`src/rtl/register_file_wb.sv`:
```
// register_file_wb
// ----------------
// Architectural register file and write-back endpoint of the 16-bit pipeline.
// It accepts one MEM/WB write-back per cycle, which may be a two-register
// write for a swap. It also delivers the two ID-stage operand reads,
// registered into the ID/EX boundary.
//
// A write committing on the same edge as a read of that register is bypassed
// straight into the read data. This covers the WB->ID hazard that the
// stage-3 forwarding unit does not see.
//
// Ports:
//   clk            pipeline clock, all state updates on the rising edge
//   rst            synchronous, active-low reset
//   MEMWBregWrite  00 none, 01 write op1, 10 write op1+op2 (swap), 11 reserved
//   MEMWBop1/op2   destination indices for wdata1/wdata2
//   wdata1/wdata2  write-back data
//   IFIDop1/op2    read indices A/B
//   rdata1/rdata2  registered read data A/B (1-cycle latency)
//   wr_count       saturating count of committed register writes
//   wr_err         sticky flag: reserved code or swap collision seen

module register_file_wb #(
   parameter int DATA_W   = 16,
   parameter int ADDR_W   = 4,
   parameter int ZERO_REG = 1
) (
   input  logic              clk,
   input  logic              rst,
   input  logic [1:0]        MEMWBregWrite,
   input  logic [ADDR_W-1:0] MEMWBop1,
   input  logic [ADDR_W-1:0] MEMWBop2,
   input  logic [DATA_W-1:0] wdata1,
   input  logic [DATA_W-1:0] wdata2,
   input  logic [ADDR_W-1:0] IFIDop1,
   input  logic [ADDR_W-1:0] IFIDop2,
   output logic [DATA_W-1:0] rdata1,
   output logic [DATA_W-1:0] rdata2,
   output logic [15:0]       wr_count,
   output logic              wr_err
);

   localparam int DEPTH = 1 << ADDR_W;

   logic [DATA_W-1:0] regs [DEPTH];

   logic              isSingle;
   logic              isSwap;
   logic              isReserved;
   logic              collision;
   logic              op1Zero;
   logic              op2Zero;
   logic              we1;
   logic              we2;
   logic              errSet;
   logic [1:0]        writeInc;
   logic [16:0]       countSum;
   logic [15:0]       countNext;
   logic [DATA_W-1:0] readA;
   logic [DATA_W-1:0] readB;

   // Returns the value a read port should capture this edge.
   // Register 0 reads as zero when hardwired, even if a write targets it.
   // Otherwise a write committing this edge overrides the stored value.
   // Port 1 is checked first so that it wins, which matches the write rule.
   function automatic logic [DATA_W-1:0] bypassRead(
      input logic [ADDR_W-1:0] idx,
      input logic [DATA_W-1:0] stored,
      input logic              en1,
      input logic [ADDR_W-1:0] dst1,
      input logic [DATA_W-1:0] val1,
      input logic              en2,
      input logic [ADDR_W-1:0] dst2,
      input logic [DATA_W-1:0] val2
   );
      logic [DATA_W-1:0] result;
      result = stored;
      if ((ZERO_REG != 0) && (idx == '0)) begin
         result = '0;
      end else if (en1 && (idx == dst1)) begin
         result = val1;
      end else if (en2 && (idx == dst2)) begin
         result = val2;
      end
      return result;
   endfunction

   // Decode the write-back code into per-port write enables.
   // A swap onto a single index keeps only the op1 write, so that register
   // is modified (and counted) once. Writes to a hardwired register 0 are
   // dropped before they reach the enables, so they are never counted.
   // The counter adds the number of registers really modified and clamps
   // at all-ones instead of wrapping.
   always_comb begin
      isSingle   = (MEMWBregWrite == 2'b01);
      isSwap     = (MEMWBregWrite == 2'b10);
      isReserved = (MEMWBregWrite == 2'b11);
      collision  = (MEMWBop1 == MEMWBop2);
      op1Zero    = (ZERO_REG != 0) && (MEMWBop1 == '0);
      op2Zero    = (ZERO_REG != 0) && (MEMWBop2 == '0);
      we1        = (isSingle || isSwap) && !op1Zero;
      we2        = isSwap && !collision && !op2Zero;
      errSet     = isReserved || (isSwap && collision);
      writeInc   = {1'b0, we1} + {1'b0, we2};
      countSum   = {1'b0, wr_count} + {15'b0, writeInc};
      countNext  = countSum[16] ? 16'hFFFF : countSum[15:0];
   end

   // Compute the read data for both ports, with write-through bypass.
   always_comb begin
      readA = bypassRead(IFIDop1, regs[IFIDop1], we1, MEMWBop1, wdata1,
                         we2, MEMWBop2, wdata2);
      readB = bypassRead(IFIDop2, regs[IFIDop2], we1, MEMWBop1, wdata1,
                         we2, MEMWBop2, wdata2);
   end

   // State update: storage, registered reads, write counter and error flag.
   // Reset wins over any write presented in the same cycle. The first edge
   // after reset is released is an ordinary cycle.
   always_ff @(posedge clk) begin
      if (!rst) begin
         for (int i = 0; i < DEPTH; i++) begin
            regs[i] <= '0;
         end
         rdata1   <= '0;
         rdata2   <= '0;
         wr_count <= '0;
         wr_err   <= 1'b0;
      end else begin
         if (we1) begin
            regs[MEMWBop1] <= wdata1;
         end
         if (we2) begin
            regs[MEMWBop2] <= wdata2;
         end
         rdata1   <= readA;
         rdata2   <= readB;
         wr_count <= countNext;
         if (errSet) begin
            wr_err <= 1'b1;
         end
      end
   end

endmodule

```
`config.mk`:
```
export PLATFORM = sky130hd
export DESIGN_NAME = register_file_wb
export DESIGN_NICKNAME = d
export VERILOG_FILES = /design/src/rtl/register_file_wb.sv
export SDC_FILE = /design/constraint.sdc
export NUM_CORES = 1
export LEC_CHECK = 0
export ABC_AREA = 0
export CELL_PAD_IN_SITES_DETAIL_PLACEMENT = 1
export CELL_PAD_IN_SITES_GLOBAL_PLACEMENT = 2
export CORE_MARGIN = 1
export CORE_UTILIZATION = 46
export CTS_CLUSTER_DIAMETER = 150
export DETAILED_ROUTE_END_ITERATION = 7
export PLACE_DENSITY_LB_ADDON = 0.1
export RECOVER_POWER = 50
export SLEW_MARGIN = 20
export SYNTH_ARGS = -nofsm -noshare
export SYNTH_HDL_FRONTEND = slang
export SYNTH_SLANG_ARGS = --single-unit
```
`constraint.sdc`:
```
create_clock -name clk -period 7.6 [get_ports clk]
set_input_delay 2.28 -clock clk [delete_from_list [all_inputs] [get_ports clk]]
set_output_delay 2.28 -clock clk [all_outputs]
set_load 0.005 [all_outputs]
```
==> results of run 1 <==
-- per-stage QoR --
stage	util	hold slack (ps)	area [um2]
2_1_floorplan	-	463.8	17370
3_3_place_gp	0.5064	461.5	18630
3_5_place_dp	0.5064	483.4	18630
4_1_cts	0.5385	496.1	19810
5_1_grt	0.5357	523.3	19710
6_report	0.5357	481.5	19710
-- worst paths after layout --
kind | start | endpoint | slack (ps) | cells past startpoint
worst max-delay path | rst | rdata1[15]$_SDFF_PP0_ | 1160 | 5
worst min-delay path | wr_err$_SDFFE_PN0P_ | wr_err$_SDFFE_PN0P_ | 480 | 2
worst max register to register | wr_count[0]$_SDFF_PN0_ | wr_count[13]$_SDFF_PN0_ | 5010 | 8
worst min register to register | wr_err$_SDFFE_PN0P_ | wr_err$_SDFFE_PN0P_ | 480 | 2
-- per-layer routing --
metal,vias to the layer above,GRT usage,share of wire
met3,169,0.08871,0.11
li1,5654,-,-
met1,7161,0.5224,0.40
met4,0,0.1889,0.051
met2,968,0.5797,0.44
met5,-,0,0
-- synthesized netlist by cell type (all sizes together) (3+ instances only) --
| master | n |
|---|---|
| a21oi | 16 |
| a22o | 241 |
| a22oi | 128 |
| and3b | 7 |
| buf | 103 |
| clkbuf | 70 |
| dfxtp | 49 |
| edfxtp | 256 |
| ha | 3 |
| inv | 6 |
| mux2 | 30 |
| mux2i | 256 |
| nand2 | 10 |
| nand2b | 6 |
| nand3 | 3 |
| nand4 | 42 |
| nor2 | 28 |
| nor3 | 16 |
| nor3b | 6 |
| o2bb2ai | 30 |
| o41ai | 3 |
| or3 | 19 |
| xnor2 | 20 |
| xor2 | 9 |
-- layout by cell type, fill, tap and decap left out, types with 4 or more instances in the layout --
cell type,n
xor2_1,6
a21oi_1,16
bufinv_16,4
inv_1,7
a22oi_1,128
nor3b_2,5
dlygate4sd3_1,51
nor2_2,4
clkdlybuf4s50_1,45
clkinv_2,5
nand2b_1,6
mux2_2,27
clkinv_1,4
conb_1,16
or3_1,19
mux2i_1,256
clkbuf_1,15
clkbuf_16,37
a22o_1,241
nand2_1,10
o2bb2ai_1,30
nor2_1,24
dfxtp_1,49
buf_4,54
nor3_1,7
nand4_1,42
edfxtp_1,256
nor3_2,7
and3b_1,7
xnor2_1,20
-- cell type report --
class,count,area [um2]
fillers,3702,17080
repair buffers,156,1389
flip-flops and latches,305,8668
clock buffers,49,1001
multi-input cells,917,7859
inverters,7,26.28
well taps,468,585.6
clock inverters,15,177.7
-- sequential cells by signal, summed over array words and instances, names as in the netlist --
register  cells
regs        256
rdata1       16
rdata2       16
wr_count     16
wr_err        1
-- cells by family after synthesis --
logic type,Yosys count
and+or+nand+nor,152
buffers and inverters,180
AOI/OAI and AO/OA,430
adders and majority gates,4
xor gates and xnor gates,29
other,1
muxes,286
DFF,305
-- where the power goes --
part           internal, mW  switching (mW)  leakage (nW)  total (mW)
Combinational         0.218           0.435          3.97       0.653
Clock                  1.06           0.717         0.580        1.78
Sequential             1.93          0.0723          2.85        2.01
-- worst max-delay path, stage by stage --
cell	delay, ps
dlygate4sd3_1	690
inv_1	730
clkbuf_1	1690
nor3_2	810
mux2_1	630
==> key figures, run 1 <==
Synthesis
  • Synth Area in Adders: 0.003325
  • Synth Area in XOR/XNOR: 0.01641
  • Area leader, netlist: edfxtp_1
  • Yosys warns: 0
  • Synth Area in Simple Gates: 0.05753
  • Ranking of synthesized cells by area: edfxtp_1, mux2i_1, a22o_1
  • Mux cell area share after synthesis: 0.1675
  • Distinct cells, synth: 55
  • Mean post-synth cell area: 12.48 um2
  • Post-synth ARST share: 0
  • Cells after synthesis: 1,387
  • Area share of the largest cell type after synthesis: 0.4441
  • Share of the yosys chip area belonging to registers: 0.5007
  • #FFs+latches synth: 305
  • Synth Area in Compound Gates: 0.2062
  • Cell Area, Synth: 17,310 um2
  • Top_reg_cell synth: edfxtp_1
  • Largest family of logic cells by synthesized area: compound AO/OA/AOI/OAI gates
  • Post-synth EDFFs: 256

Floorplanning
  • Placement Rows: 70
  • Die Height: 196.0 um
  • Initial Util: 0.4706
  • Io pins: 101
  • Die Width: 196.0 um
  • DIE AREA: 38,410 um2
  • Core Box Area: 36,790 um2

CTS
  • Clk sink count: 305
  • H-tree levels: 2
  • Clk Latency, worst-skew pair: 560 ps
  • Clock-pin slew on the worst setup and hold paths: 50 ps
  • Post_cts resized: 0
  • Total CTS buffers: 36
  • CTS Buffer Depth: 3
  • Post-CTS Setup Bufs: 0
  • TritonCTS clock tree: yes
  • Clock root buffer: clkbuf_16
  • Post-CTS Hold Buffers: 0

Routing
  • Via/cell ratio: 7.278
  • Residual DRC: 0
  • TritonRoute pass-1 iters: 6
  • Routed len/inst: 38.81 um
  • DRT Wirelength: 74,410 um
  • Via count: 13,950
  • DRT iter0 DRCs: 1,951
  • Final ANT Viol Nets: 0

Worst setup path
  • Critical path class: in -> reg
  • CP required: 8010 ps
  • Arrival time worst endpoint: 6850 ps
  • Crit end category: flop
  • Crit Path Max Fanout: 34
  • Startpoint Class: primary input

Status
  • Violated checks: max-capacitance violations, max-slew violations
  • Status: finished with violations

Finish
  • Finished Layout Cells: 1,917
  • # nets final: 1,479
  • ANT cells: 0
  • Synth-to-Final Area Change: 13.83%
  • Layout cells sized above 1: 0.1104

Placed design
  • Placed cell count: 1,853
  • IO Port Bufs: 100
  • Post-DP HPWL: 49,910 um
  • Post-place setup slack: 1577 ps
  • Gp weighted congestion: 1.024

Timing
  • Setup TNS: 0 ps
  • Final min period: 6438 ps
  • Tcrit/Tclk final: 0.8471
  • Worst Clk Skew: 14.46 ps
  • Worst-margin pin slew: 2294 ps
  • Peak Freq: 155.3 MHz
  • Final Max Tran Viols: 125
  • Final setup violating endpoints: 0
  • Hold Fails Final Rpt: 0
  • Slew headroom: -0.5291
  • Setup ws final: 1162 ps
  • RSZ-0062 raised after global routing: no

GRT
  • Initial antenna violation count: 1
  • Vias in the first global route: 13,280
  • Largest net degree at the start of global routing: 50
  • All-Layer GR Usage: 0.3849
  • Global route overflow: 0
  • Global-route wire length before repair: 102,400 um

Min path
  • Hold Crit Class: reg -> reg

Pwr
  • Leak: 7.405 nW
  • Power Total: 4.434 mW
  • Cell Pwr Density: 225.0 nW/um2
  • VDD IR max: 186.1 uV

Flow run
  • Maxcap violations: 6
(Power assumes the default switching activity.)
==> inputs of run 2 (changes only) <==
- CORE_UTILIZATION: 46 -> 42
- clock period: 7.6 -> 6.6 ns (I/O delays scaled with it)
==> run 2 against run 1 <==
The flow still finishes with violations (max-capacitance violations, max-slew violations). Core utilization decreased by 5.1 points. Combinational power increased by 3.8%. Clock-buffer cell count unchanged. Clock power increased by 12%. Via count decreased by 6.5%. Critical endpoint is now regs[10][3]$_DFFE_PP_. Largest power group unchanged.
==> key figures, run 2 (synthesis gave the netlist of run 1 again) <==
Pwr
  • VDD IR max: 186.5 uV
  • Cell Pwr Density: 252.0 nW/um2
  • Power Total: 4.979 mW
  • Leak: 7.406 nW

Timing
  • Slew headroom: -0.2079
  • Worst-margin pin slew: 1802 ps
  • Final setup violating endpoints: 0
  • Setup ws final: 1105 ps
  • Worst Clk Skew: 13.13 ps
  • Setup TNS: 0 ps
  • Final Max Tran Viols: 18
  • Tcrit/Tclk final: 0.8325
  • Final min period: 5495 ps
  • Hold Fails Final Rpt: 0
  • RSZ-0062 raised after global routing: no
  • Peak Freq: 182.0 MHz

Placed design
  • Post-place setup slack: 906.7 ps
  • IO Port Bufs: 100
  • Gp weighted congestion: 0.9047
  • Post-DP HPWL: 45,640 um
  • Placed Area: 18,660 um2

Finish
  • Final instance area: 19,760 um2
  • Layout cells sized above 1: 0.1053
  • Register bank with the most flops: regs
  • Final core utilization: 0.4850
  • Most frequent cells in the layout: mux2i_1, edfxtp_1, a22o_1
  • Max FFs per register: 256
  • Filler instances: 4,140
  • Synth-to-Final Area Change: 14.14%
  • ANT cells: 0
  • # nets final: 1,472

CTS
  • Post-CTS Hold Buffers: 0
  • TritonCTS clock tree: yes
  • Clk sink count: 305
  • Post_cts resized: 0
  • Clock root buffer: clkbuf_16
  • Post-CTS Setup Bufs: 0
  • CTS Buffer Depth: 3
  • Total CTS buffers: 36
  • H-tree levels: 2
  • Clock-pin slew on the worst setup and hold paths: 60 ps
  • Clk Latency, worst-skew pair: 540 ps

GRT
  • Global-route wire length before repair: 92,000 um
  • Initial antenna violation count: 0
  • Largest net degree at the start of global routing: 49
  • Global route overflow: 0
  • Vias in the first global route: 12,890
  • All-Layer GR Usage: 0.3040

Routing
  • Routed len/inst: 32.30 um
  • Via count: 13,040
  • Via/cell ratio: 6.604
  • DRT Wirelength: 63,800 um
  • Residual DRC: 0
  • TritonRoute pass-1 iters: 5
  • Final ANT Viol Nets: 0
  • DRT iter0 DRCs: 1,224

Worst setup path
  • Startpoint Class: primary input
  • CP required: 6760 ps
  • Crit Path Max Fanout: 17
  • Critical path class: in -> reg
  • Arrival time worst endpoint: 5660 ps
  • Crit end category: flop

Floorplanning
  • Die Height: 205.0 um
  • DIE AREA: 42,030 um2
  • Core Box Area: 40,740 um2
  • Die Width: 205.0 um
  • Placement Rows: 74
  • Initial Util: 0.4249
  • Io pins: 101

Flow run
  • Maxcap violations: 1

Status
  • Violated checks: max-capacitance violations, max-slew violations
  • Status: finished with violations

Min path
  • Hold Crit Class: reg -> reg
run 2: cell count changes in the layout (fill, tap and decap cells not counted), sizes merged:
cell / previous run / this run
buf: 54 / 45
clkinv: 9 / 11
clkbuf: 55 / 57
bufinv: 4 / 2
clkinvlp: 0 / 1
run 2: final timing paths:
path / startpoint / end / slack (ps) / cells past startpoint
worst max-delay path: MEMWBop1[1] / regs[10][3]$_DFFE_PP_ / 1110 / 6
worst max register to register: wr_count[0]$_SDFF_PN0_ / wr_count[5]$_SDFF_PN0_ / 4020 / 8
worst min-delay path: wr_err$_SDFFE_PN0P_ / wr_err$_SDFFE_PN0P_ / 490 / 2
worst min register to register: wr_err$_SDFFE_PN0P_ / wr_err$_SDFFE_PN0P_ / 490 / 2
run 2: worst max-delay path: stages:
cell,delay [ps]
dlygate4sd3_1,820
xor2_1,190
o41ai_4,600
or2_0,980
nor3_4,280
or3_1,780
run 2: stage by stage:
step,hold WS (ps),instances
3_5_place_dp,479.1,1909
5_1_grt,524.3,1975
2_1_floorplan,463.8,1402
3_3_place_gp,459.0,1909
6_report,494.1,1975
4_1_cts,496.3,1974
run 2: final cells by class:
type / instances / area (um2) / share of cell area
Inverter: 7 / 26.28 / 0.001330
Timing Repair Buffer: 149 / 1329 / 0.06724
Multi-Input combinational cell: 917 / 7903 / 0.3999
Clock inverter: 16 / 135.1 / 0.006838
Clock buffer: 49 / 1033 / 0.05230
Sequential cell: 305 / 8668 / 0.4387
Tap cell: 532 / 665.6 / 0.03369
run 2: per-layer routing:
| layer | vias to the layer above | GRT usage | wire length (um) |
|---|---|---|---|
| met5 | - | 0 | 0 |
| met4 | 0 | 0.05873 | 889 |
| met3 | 59 | 0.04073 | 4361 |
| met2 | 530 | 0.4689 | 28790 |
| met1 | 6817 | 0.4544 | 29760 |
| li1 | 5636 | - | - |
run 2: power breakdown:
group / internal (mW) / switching (mW)
Sequential: 2.22 / 0.0735
Combinational: 0.245 / 0.433
Clock: 1.18 / 0.824
==> inputs of run 3 (changes only) <==
- CORE_UTILIZATION: 42 -> 38
- clock period: 6.6 -> 4.7 ns (I/O delays scaled with it)
==> run 3 against run 2 <==
The flow still finishes with violations (max-capacitance violations, max-slew violations). Clock-buffer cell count shrank 2. Clock power increased by 50%. Die area is 10% higher. Setup slack worse by 760 ps. Cell count up 5.2%. Clock skew increased by 10 ps. Via count increased by 1.4%. Critical path depth increased by 2. Worst hold slack better by 12 ps. Flip-flop and latch count did not move.
==> key figures, run 3 (synthesis gave the netlist of run 1 again) <==
Status
  • Status: finished with violations
  • Violated checks: max-capacitance violations, max-slew violations

Pwr
  • Cell Pwr Density: 355.2 nW/um2
  • Leak: 7.635 nW
  • VDD IR max: 201.8 uV

Routing
  • DRT Wirelength: 70,290 um
  • Residual DRC: 0
  • Metal2 WL: 33,840 um
  • DRT iter0 DRCs: 1,191
  • Routed len/inst: 33.83 um
  • Top sig layer: met4
  • Met3 WL post-DR: 4068 um
  • TritonRoute pass-1 iters: 5
  • Via/cell ratio: 6.364
  • Via count: 13,220
  • Final ANT Viol Nets: 0
  • Metal-1 WL: 29,700 um

Worst setup path
  • CP max stage delay: 1160 ps
  • Crit-path cells: clkdlybuf4s50_1, ha_1, o41a_1, o41ai_4, or4_4, nor2_1, or3_1, buf_4
  • Startpoint Class: primary input
  • Crit end category: flop
  • Crit Path Max Fanout: 17
  • Worst r2r src: wr_count[0]$_SDFF_PN0_
  • Arrival time worst endpoint: 4600 ps
  • CP max stage cell: nor2_1
  • CP required: 4940 ps
  • Critical Path Start: MEMWBregWrite[1]
  • Critical path class: in -> reg

Timing
  • Setup ws final: 342.9 ps
  • Tcrit/Tclk final: 0.9270
  • Final min period: 4357 ps
  • RSZ-0062 raised after global routing: no
  • Hold Fails Final Rpt: 0
  • Final Max Tran Viols: 69
  • Worst-margin pin slew: 1607 ps
  • Slew headroom: -0.07130
  • Worst Clk Skew: 23.62 ps
  • Peak Freq: 229.5 MHz
  • Final setup violating endpoints: 0
  • Setup TNS: 0 ps

CTS
  • CTS Buffer Depth: 3
  • TritonCTS clock tree: yes
  • Post-CTS Setup Bufs: 0
  • Clk Latency, worst-skew pair: 560 ps
  • Clk sink count: 305
  • Total CTS buffers: 37
  • Clock-pin slew on the worst setup and hold paths: 60 ps
  • H-tree levels: 2
  • Post_cts resized: 0
  • Post-CTS Hold Buffers: 0
  • Clock root buffer: clkbuf_16

Floorplanning
  • DIE AREA: 46,410 um2
  • Die Height: 215.4 um
  • Placement Rows: 77
  • Core Box Area: 44,610 um2
  • Die Width: 215.4 um
  • Initial Util: 0.3881
  • Io pins: 101

Placed design
  • Placed cell count: 2,011
  • Post-place setup slack: 30.76 ps
  • Gp weighted congestion: 0.8671
  • IO Port Bufs: 100
  • Post-DP HPWL: 47,390 um

Finish
  • Synth-to-Final Area Change: 16.77%
  • ANT cells: 0
  • Most frequent cells in the layout: mux2i_1, edfxtp_1, a22o_1
  • Register bank with the most flops: regs
  • # nets final: 1,514
  • Finished Layout Cells: 2,078
  • Max FFs per register: 256
  • Layout cells sized above 1: 0.1272

GRT
  • Global-route wire length before repair: 99,440 um
  • Initial antenna violation count: 1
  • All-Layer GR Usage: 0.3004
  • Vias in the first global route: 13,750
  • Largest net degree at the start of global routing: 44
  • Global route overflow: 0

Flow run
  • Maxcap violations: 4

Min path
  • HP Start: wr_err$_SDFFE_PN0P_
  • Hold Crit Class: reg -> reg
## run 3: cell types whose count changed in the layout (fill, tap and decap cells not counted), sizes merged
cell      change
buf          +29
clkbuf       +10
bufinv        +4
clkinvlp      -1
clkinv        +3
inv           -2
## run 3: area by class of cell
class | instances | area (um2)
Tap cell | 592 | 740.7
Multi-Input combinational cell | 917 | 7885
Clock buffer | 47 | 994.7
Sequential cell | 305 | 8668
Inverter | 7 | 26.28
Timing Repair Buffer | 190 | 1649
Fill cell | 4646 | 24390
Clock inverter | 20 | 251.5
## run 3: stage by stage
| stage | util | hold WS [ps] | power (mW) | area [um2] |
|---|---|---|---|---|
| after floorplan | - | 463.8 | 3.790 | 17370 |
| final | 0.4532 | 506.0 | 7.180 | 20220 |
| after detailed placement | 0.4285 | 487.6 | 4.263 | 19110 |
| after CTS | 0.4565 | 503.5 | 7.239 | 20360 |
| after global placement | 0.4285 | 457.9 | 4.247 | 19110 |
| after global routing | 0.4532 | 549.6 | 7.389 | 20220 |
## run 3: path summary, 6_finish.rpt
path | to | slack (ps) | cells after the start
worst max register to register | wr_count[8]$_SDFF_PN0_ | 2450 | 9
worst min-delay path | wr_err$_SDFFE_PN0P_ | 510 | 2
worst min register to register | wr_err$_SDFFE_PN0P_ | 510 | 2
worst max-delay path | regs[8][4]$_DFFE_PP_ | 340 | 8
## run 3: layer usage
metal  vias to the layer above  GRT usage
li1                       5715          -
met1                      6868     0.3905
met2                       525     0.5058
met3                       116    0.04299
met4                         0     0.1137
met5                         -          0
## run 3: where the power goes
| group | internal, mW | total (mW) | switching (mW) |
|---|---|---|---|
| logic | 0.361 | 0.968 | 0.606 |
| registers | 3.12 | 3.22 | 0.100 |
| clock network | 1.83 | 2.99 | 1.16 |
| total | 5.31 | 7.18 | 1.87 |
## run 3: critical path, delay by kind of cell
family          cells  cell delay (ps)
simple gates        3             1920
fa+ha+maj           1              220
buf+inv             2              680
compound gates      2              360
